<file path="src/rtl/arith_pkg.sv">
// Shared arithmetic definitions: operand width, counter width and serial FSM encoding.
package arith_pkg;

  localparam int unsigned WIDTH = 16;
  localparam int unsigned CNT_W = $clog2(WIDTH);

  typedef enum logic [1:0] {
    IDLE = 2'd0,
    RUN  = 2'd1,
    DONE = 2'd2
  } state_e;

endpackage

</file>
<file path="src/rtl/full_adder.sv">
// 1-bit full adder cell, shared with the ripple-carry adder chain.
module full_adder (
  input  logic a,
  input  logic b,
  input  logic ci,
  output logic s,
  output logic co
);

  assign s  = a ^ b ^ ci;
  assign co = (a & b) | (ci & (a ^ b));

endmodule

</file>
<file path="src/rtl/serial_sub16.sv">
// Bit-serial 16-bit subtractor: D = A - B - Bi, LSB first, computed as A + ~B + ~Bi
// through one reused full adder, with a start/busy/done handshake.
module serial_sub16
  import arith_pkg::*;
(
  input  logic             clk,
  input  logic             rst_n,
  input  logic [WIDTH-1:0] A,
  input  logic [WIDTH-1:0] B,
  input  logic             Bi,
  input  logic             start,
  output logic [WIDTH-1:0] D,
  output logic             Bo,
  output logic             busy,
  output logic             done
);

  localparam logic [CNT_W-1:0] LAST_BIT = CNT_W'(WIDTH - 1);

  state_e             state_q, state_d;
  logic [WIDTH-1:0]   sa_q, sa_d;
  logic [WIDTH-1:0]   sb_q, sb_d;
  logic [WIDTH-1:0]   sd_q, sd_d;
  logic               carry_q, carry_d;
  logic [CNT_W-1:0]   cnt_q, cnt_d;
  logic [WIDTH-1:0]   d_q, d_d;
  logic               bo_q, bo_d;
  logic               busy_q;
  logic               done_q;
  logic               fa_s;
  logic               fa_co;

  full_adder u_fa (
    .a  (sa_q[0]),
    .b  (~sb_q[0]),
    .ci (carry_q),
    .s  (fa_s),
    .co (fa_co)
  );

  // Next-state and datapath update
  always_comb begin
    state_d = state_q;
    sa_d    = sa_q;
    sb_d    = sb_q;
    sd_d    = sd_q;
    carry_d = carry_q;
    cnt_d   = cnt_q;
    d_d     = d_q;
    bo_d    = bo_q;
    case (state_q)
      IDLE: begin
        if (start) begin
          sa_d    = A;
          sb_d    = B;
          carry_d = ~Bi;
          cnt_d   = '0;
          state_d = RUN;
        end
      end
      RUN: begin
        sa_d    = sa_q >> 1;
        sb_d    = sb_q >> 1;
        sd_d    = {fa_s, sd_q[WIDTH-1:1]};
        carry_d = fa_co;
        cnt_d   = cnt_q + CNT_W'(1);
        // Result registers load on the final bit so they are valid throughout DONE
        if (cnt_q == LAST_BIT) begin
          d_d     = {fa_s, sd_q[WIDTH-1:1]};
          bo_d    = ~fa_co;
          state_d = DONE;
        end
      end
      DONE:    state_d = IDLE;
      default: state_d = IDLE;
    endcase
  end

  always_ff @(posedge clk) begin
    if (!rst_n) begin
      state_q <= IDLE;
      sa_q    <= '0;
      sb_q    <= '0;
      sd_q    <= '0;
      carry_q <= 1'b0;
      cnt_q   <= '0;
      d_q     <= '0;
      bo_q    <= 1'b0;
      busy_q  <= 1'b0;
      done_q  <= 1'b0;
    end else begin
      state_q <= state_d;
      sa_q    <= sa_d;
      sb_q    <= sb_d;
      sd_q    <= sd_d;
      carry_q <= carry_d;
      cnt_q   <= cnt_d;
      d_q     <= d_d;
      bo_q    <= bo_d;
      busy_q  <= (state_d != IDLE);
      done_q  <= (state_d == DONE);
    end
  end

  assign D    = d_q;
  assign Bo   = bo_q;
  assign busy = busy_q;
  assign done = done_q;

endmodule

</file>
<file path="config.mk">
export PLATFORM = sky130hd
export DESIGN_NAME = serial_sub16
export DESIGN_NICKNAME = d
export VERILOG_FILES = /design/src/rtl/arith_pkg.sv /design/src/rtl/full_adder.sv /design/src/rtl/serial_sub16.sv
export SDC_FILE = /design/constraint.sdc
export NUM_CORES = 1
export LEC_CHECK = 0
export CORE_MARGIN = 3
export CORE_UTILIZATION = 46
export DETAILED_ROUTE_END_ITERATION = 10
export GPL_TIMING_DRIVEN = 1
export PLACE_DENSITY = 0.71
export SLEW_MARGIN = 20
export SYNTH_ARGS = -nofsm -noshare
export SYNTH_HDL_FRONTEND = slang
export SYNTH_SLANG_ARGS = --single-unit
export TNS_END_PERCENT = 10
</file>
<file path="constraint.sdc">
create_clock -name clk -period 2 [get_ports clk]
set_input_delay 0.4 -clock clk [delete_from_list [all_inputs] [get_ports clk]]
set_output_delay 0.4 -clock clk [all_outputs]
set_load 0.03 [all_outputs]
</file>
After elaboration in Yosys (flattened, before gate mapping)

Index checks and enable logic that the tools add are counted.

Register bits: 74
Input port bits: 36
Output and inout port bits: 19
Logic and storage cells: 39

Add/subtract/negate cells: 1
Eq/ne operators: 4
Multiplexer cells: 11
Bitwise gates (word level): 8
Reduce and logical (&&, ||, !) cells: 5

Operator list:

| kind                                           | count |
|---|---|
| one-hot mux 16 bit (2 select lines)            | 2 |
| 2-to-1 mux 16 bit                              | 2 |
| one-hot mux 4 bit (2 select lines)             | 1 |
| adder 4 x 1 -> 4 bit (second input constant)   | 1 |
| == test 4 bit (second input constant)          | 1 |
| 2-to-1 mux 2 bit                               | 2 |
| 2-to-1 mux 4 bit                               | 1 |
| one-hot mux 2 bit (2 select lines)             | 1 |
| AND reduction 2 bit                            | 2 |
| nonzero test 2 bit                             | 2 |
| NOT 1 bit                                      | 3 |
| AND 1 bit                                      | 2 |
| == test 2 x 1 -> 1 bit (second input constant) | 1 |
| == test 2 bit (second input constant)          | 1 |
| zero test 2 bit                                | 1 |
| != test 2 bit (second input constant)          | 1 |
| one-hot mux 1 bit (2 select lines)             | 1 |
| XOR 1 bit                                      | 2 |
| 2-to-1 mux 1 bit                               | 1 |
| OR 1 bit                                       | 1 |

Longest topological paths before layout

Depth in word-level cells: 5
Depth in mapped cells: 6
Gate-level depth less buffers: 4

By module

Synthesis repeated with hierarchy kept, for this count alone.

Cells, all modules: 308
Area, all modules: 2793.9 µm²

Modules (own cells, without submodules):

| module       | instances | cells each | area an instance (µm²) | sequential area each (µm²) |
|---|---|---|---|---|
| serial_sub16 | 1         | 307        | 2773.9                 | 1461.4 |
| full_adder   | 1         | 1          | 20.0                   | 0.0 |

Worst setup path before layout

Ideal clock, no wire load.

Path type: register -> register
Start point: register cnt_q[0]
End point: register d_q[10] (netlist: D[10])
Library setup time: 117 ps
Arrival time: 1267 ps
Data required time: 1883 ps
Setup slack: 616 ps
Cell stages (with the launch flop): 6
Buffers on the path: 1
Clock period less this slack: 1384 ps
Path through: dfxtp_1 -> ha_1 -> nand4_4 -> o21a_4 -> buf_6 -> a22o_1

Word-level cells in the longest chain between the ends: 2

RTL lines:

| what                                 | RTL line           | source |
|---|---|---|
| start: declaration                   | serial_sub16.sv:25 | `logic [CNT_W-1:0] cnt_q, cnt_d;` |
| start signal: assignment             | serial_sub16.sv:97 | `cnt_q <= cnt_d;` |
| == test 4 bit                        | serial_sub16.sv:68 | `if (cnt_q == LAST_BIT) begin` |
| AND reduction 2 bit (no source line) | --                 |  |
| end signal: assignment               | serial_sub16.sv:87 | `d_q <= '0;` |
| end signal: assignment               | serial_sub16.sv:98 | `d_q <= d_d;` |
| end: declaration                     | serial_sub16.sv:26 | `logic [WIDTH-1:0] d_q, d_d;` |

Every way passes these cells.
A chain may end at the register's enable or synchronous reset.

Worst setup path in the final report

Start point: register d_q[0] (netlist: D[0])
End point: output port D[0]

RTL lines:

| what             | RTL line           | source |
|---|---|---|
| end: declaration | serial_sub16.sv:12 | `output logic [WIDTH-1:0] D,` |

No word-level cell between the ends.

==> summary.txt <==
Synth Area in Adders - 1.17%
mapped cell area - 2790 um2
total track usage - 18.3%
cell area after layout - 3550 um2
CTS tree - built
Levels on crit path - 1
Routed Wire Length - 6130 um
status - finished clean
ANT nets after route - 0
number of global-route vias before repair - 2268
Placed Instance Area - 3370 um2
Hold WS - 464 ps
Final Instance Count excl. Fillers - 429
crit-path max FO - 2
DR iter-0 viols - 157
initial antenna violation count - 0
core area - 5680 um2
Die Y-Extent - 83.9 um
Max Cap Viol - 0
clock-pin slew on the worst setup and hold paths - 70 ps
Final Setup Violations - 0
CP Launch Type - flop
Avg Synthesized Cell Area - 9.18 um2
Area Growth Syn to Fin - 27.2%
total CTS buffers - 9
Post-synth ARST share - 0%
Clock Sinks - 73
HPWL after detailed placement - 3870 um
area share of the largest cell type after synthesis - 52.4%
fin util - 62.5%
yosys synthesis warning count - 0
WP data required - 1600 ps
Min Clock Period, post-route - 1770 ps
main combinational cell family by area after synthesis - compound AO/OA/AOI/OAI gates
# hold bufs at CTS - 0
RSZ-0062 raised after global routing - false
Final nets - 391
drt pass-1 iters - 4
worst skew pair latency - 330 ps
die outline area - 7040 um2
Slew headroom - 58.7%
Seq/Total Area, Yosys - 52.4%
synth cell count leaders - dfxtp_1, a21oi_1, o21ai_0, nand2_1, o22ai_1
clock skew - 8.61 ps
Gate Count Post-Synth - 304
DRC Markers - 0
via count - 2369
Post-Place Cells - 414
pwr/cell area - 816 nW/um2
Synth Flop Type - dfxtp_1
post-DR vias/cell - 5.52
crit-path cells - clkdlybuf4s50_1
dpl ws - -26.2 ps
row count - 27
CP endpoint kind - primary output
CP Class - reg2out
CP max stage cell - clkdlybuf4s50_1
post-synthesis sequential element count - 73
worst-margin pin slew - 619 ps
largest net degree at the start of global routing - 36
clock buffer depth - 2
post-synthesis simple-gate area fraction - 11.9%
FF-to-FF setup slack - 250 ps
post-CTS setup buffer count - 0
CP Data Arrival Time - 1370 ps
Pleak - 1.30 nW
Compound-Gate Fraction of Synth Area - 29.1%
synth unique cells - 36
EDFF count, synth - 0
top-count cell post-synth - dfxtp_1
initial core utilization - 49.2%
Final Wtd Congestion - 0.743
# port buffers - 54
XOR/XNOR Fraction of Synth Area - 0%
critical path's largest stage delay - 690 ps
hold depth - 2
worst min-delay path class - reg2reg
cts repair resizes - 0
GRT overflow - 0
root buf cell - clkbuf_8
f_max - 0.566 GHz
die width - 83.9 um
top post-synthesis cells by area - dfxtp_1, a21oi_1, o21ai_0, a22o_1, o22ai_1
final period utilization - 88.4%
post-synthesis mux area share - 0%
Top delay family on crit path - buffers and inverters
H-Tree Depth - 3
I/O pin total - 55
share of layout cells above drive strength 1 - 9.24%
final hold viol count - 0
Max Slew Vio Count - 0
leading area contributor after synthesis - dfxtp_1
Final WS setup - 232 ps
maximum VDD drop - 0.561 mV
first-pass GRT wire length - 10600 um
detailed-route wire length per cell - 14.3 um
r2r worst-path depth - 3
antenna cells - 0
syn nets - 342
CP bufs+invs - 1
## state kept, by name, indices dropped and copies added (netlist names)
name,count
done,1
cnt_q,4
busy,1
Bo,1
sb_q,16
sa_q,16
sd_q,15
D,16
carry_q,1
state_q,2
## through the flow
stage                     TNS (ps)  total power, mW
after floorplan                  0             1.77
after global placement           0             1.89
after detailed placement     -26.2             1.89
after CTS                        0             2.92
after global routing             0             3.02
final                            0             2.90
## worst paths after layout
check	from	end
setup / recovery	D[0]	D[0]
hold reg to reg	sd_q[1]	D[0]
setup reg to reg	state_q[0]	cnt_q[2]
hold / removal	sd_q[1]	D[0]
## per-layer routing
layer	track usage, %	vias to the layer above	share of wire (%)
met5	0	-	0
met4	8.92	0	1.4
met3	3.85	7	5.5
met2	27.1	63	44
met1	25.2	1105	49
li1	-	1194	-
## layout make-up
cell class | instances | area [um2]
fillers | 506 | 2130
repair buffers | 65 | 623
multi-input cells | 199 | 1180
clock buffers | 12 | 165
well taps | 72 | 90.1
inverters | 5 | 18.8
flip-flops and latches | 73 | 1460
clock inverters | 3 | 15.0
## cell families (layout without fill, tap and decap cells)
logic type,count (synthesis),count (layout)
buf+inv,32,85
fa+ha+maj,2,2
flops,73,73
simple gates,60,60
compound gates,137,137
## power by group
group | switching [mW] | internal [mW]
sequential | 0.0401 | 1.52
clock | 0.497 | 0.539
combinational | 0.147 | 0.152
## layout by cell type (no fill, tap or decap), drive strengths merged, types with 4 or more instances in the layout
cell	Yosys	routed
o22ai	21	21
nand2	32	32
clkdlybuf4s50	0	54
inv	5	5
a22o	15	15
o21ai	42	42
dfxtp	73	73
buf	12	11
nor2	4	4
a21oi	46	46
or3b	10	10
clkbuf	15	12
Note: power is estimated with default switching activity, not from simulation.
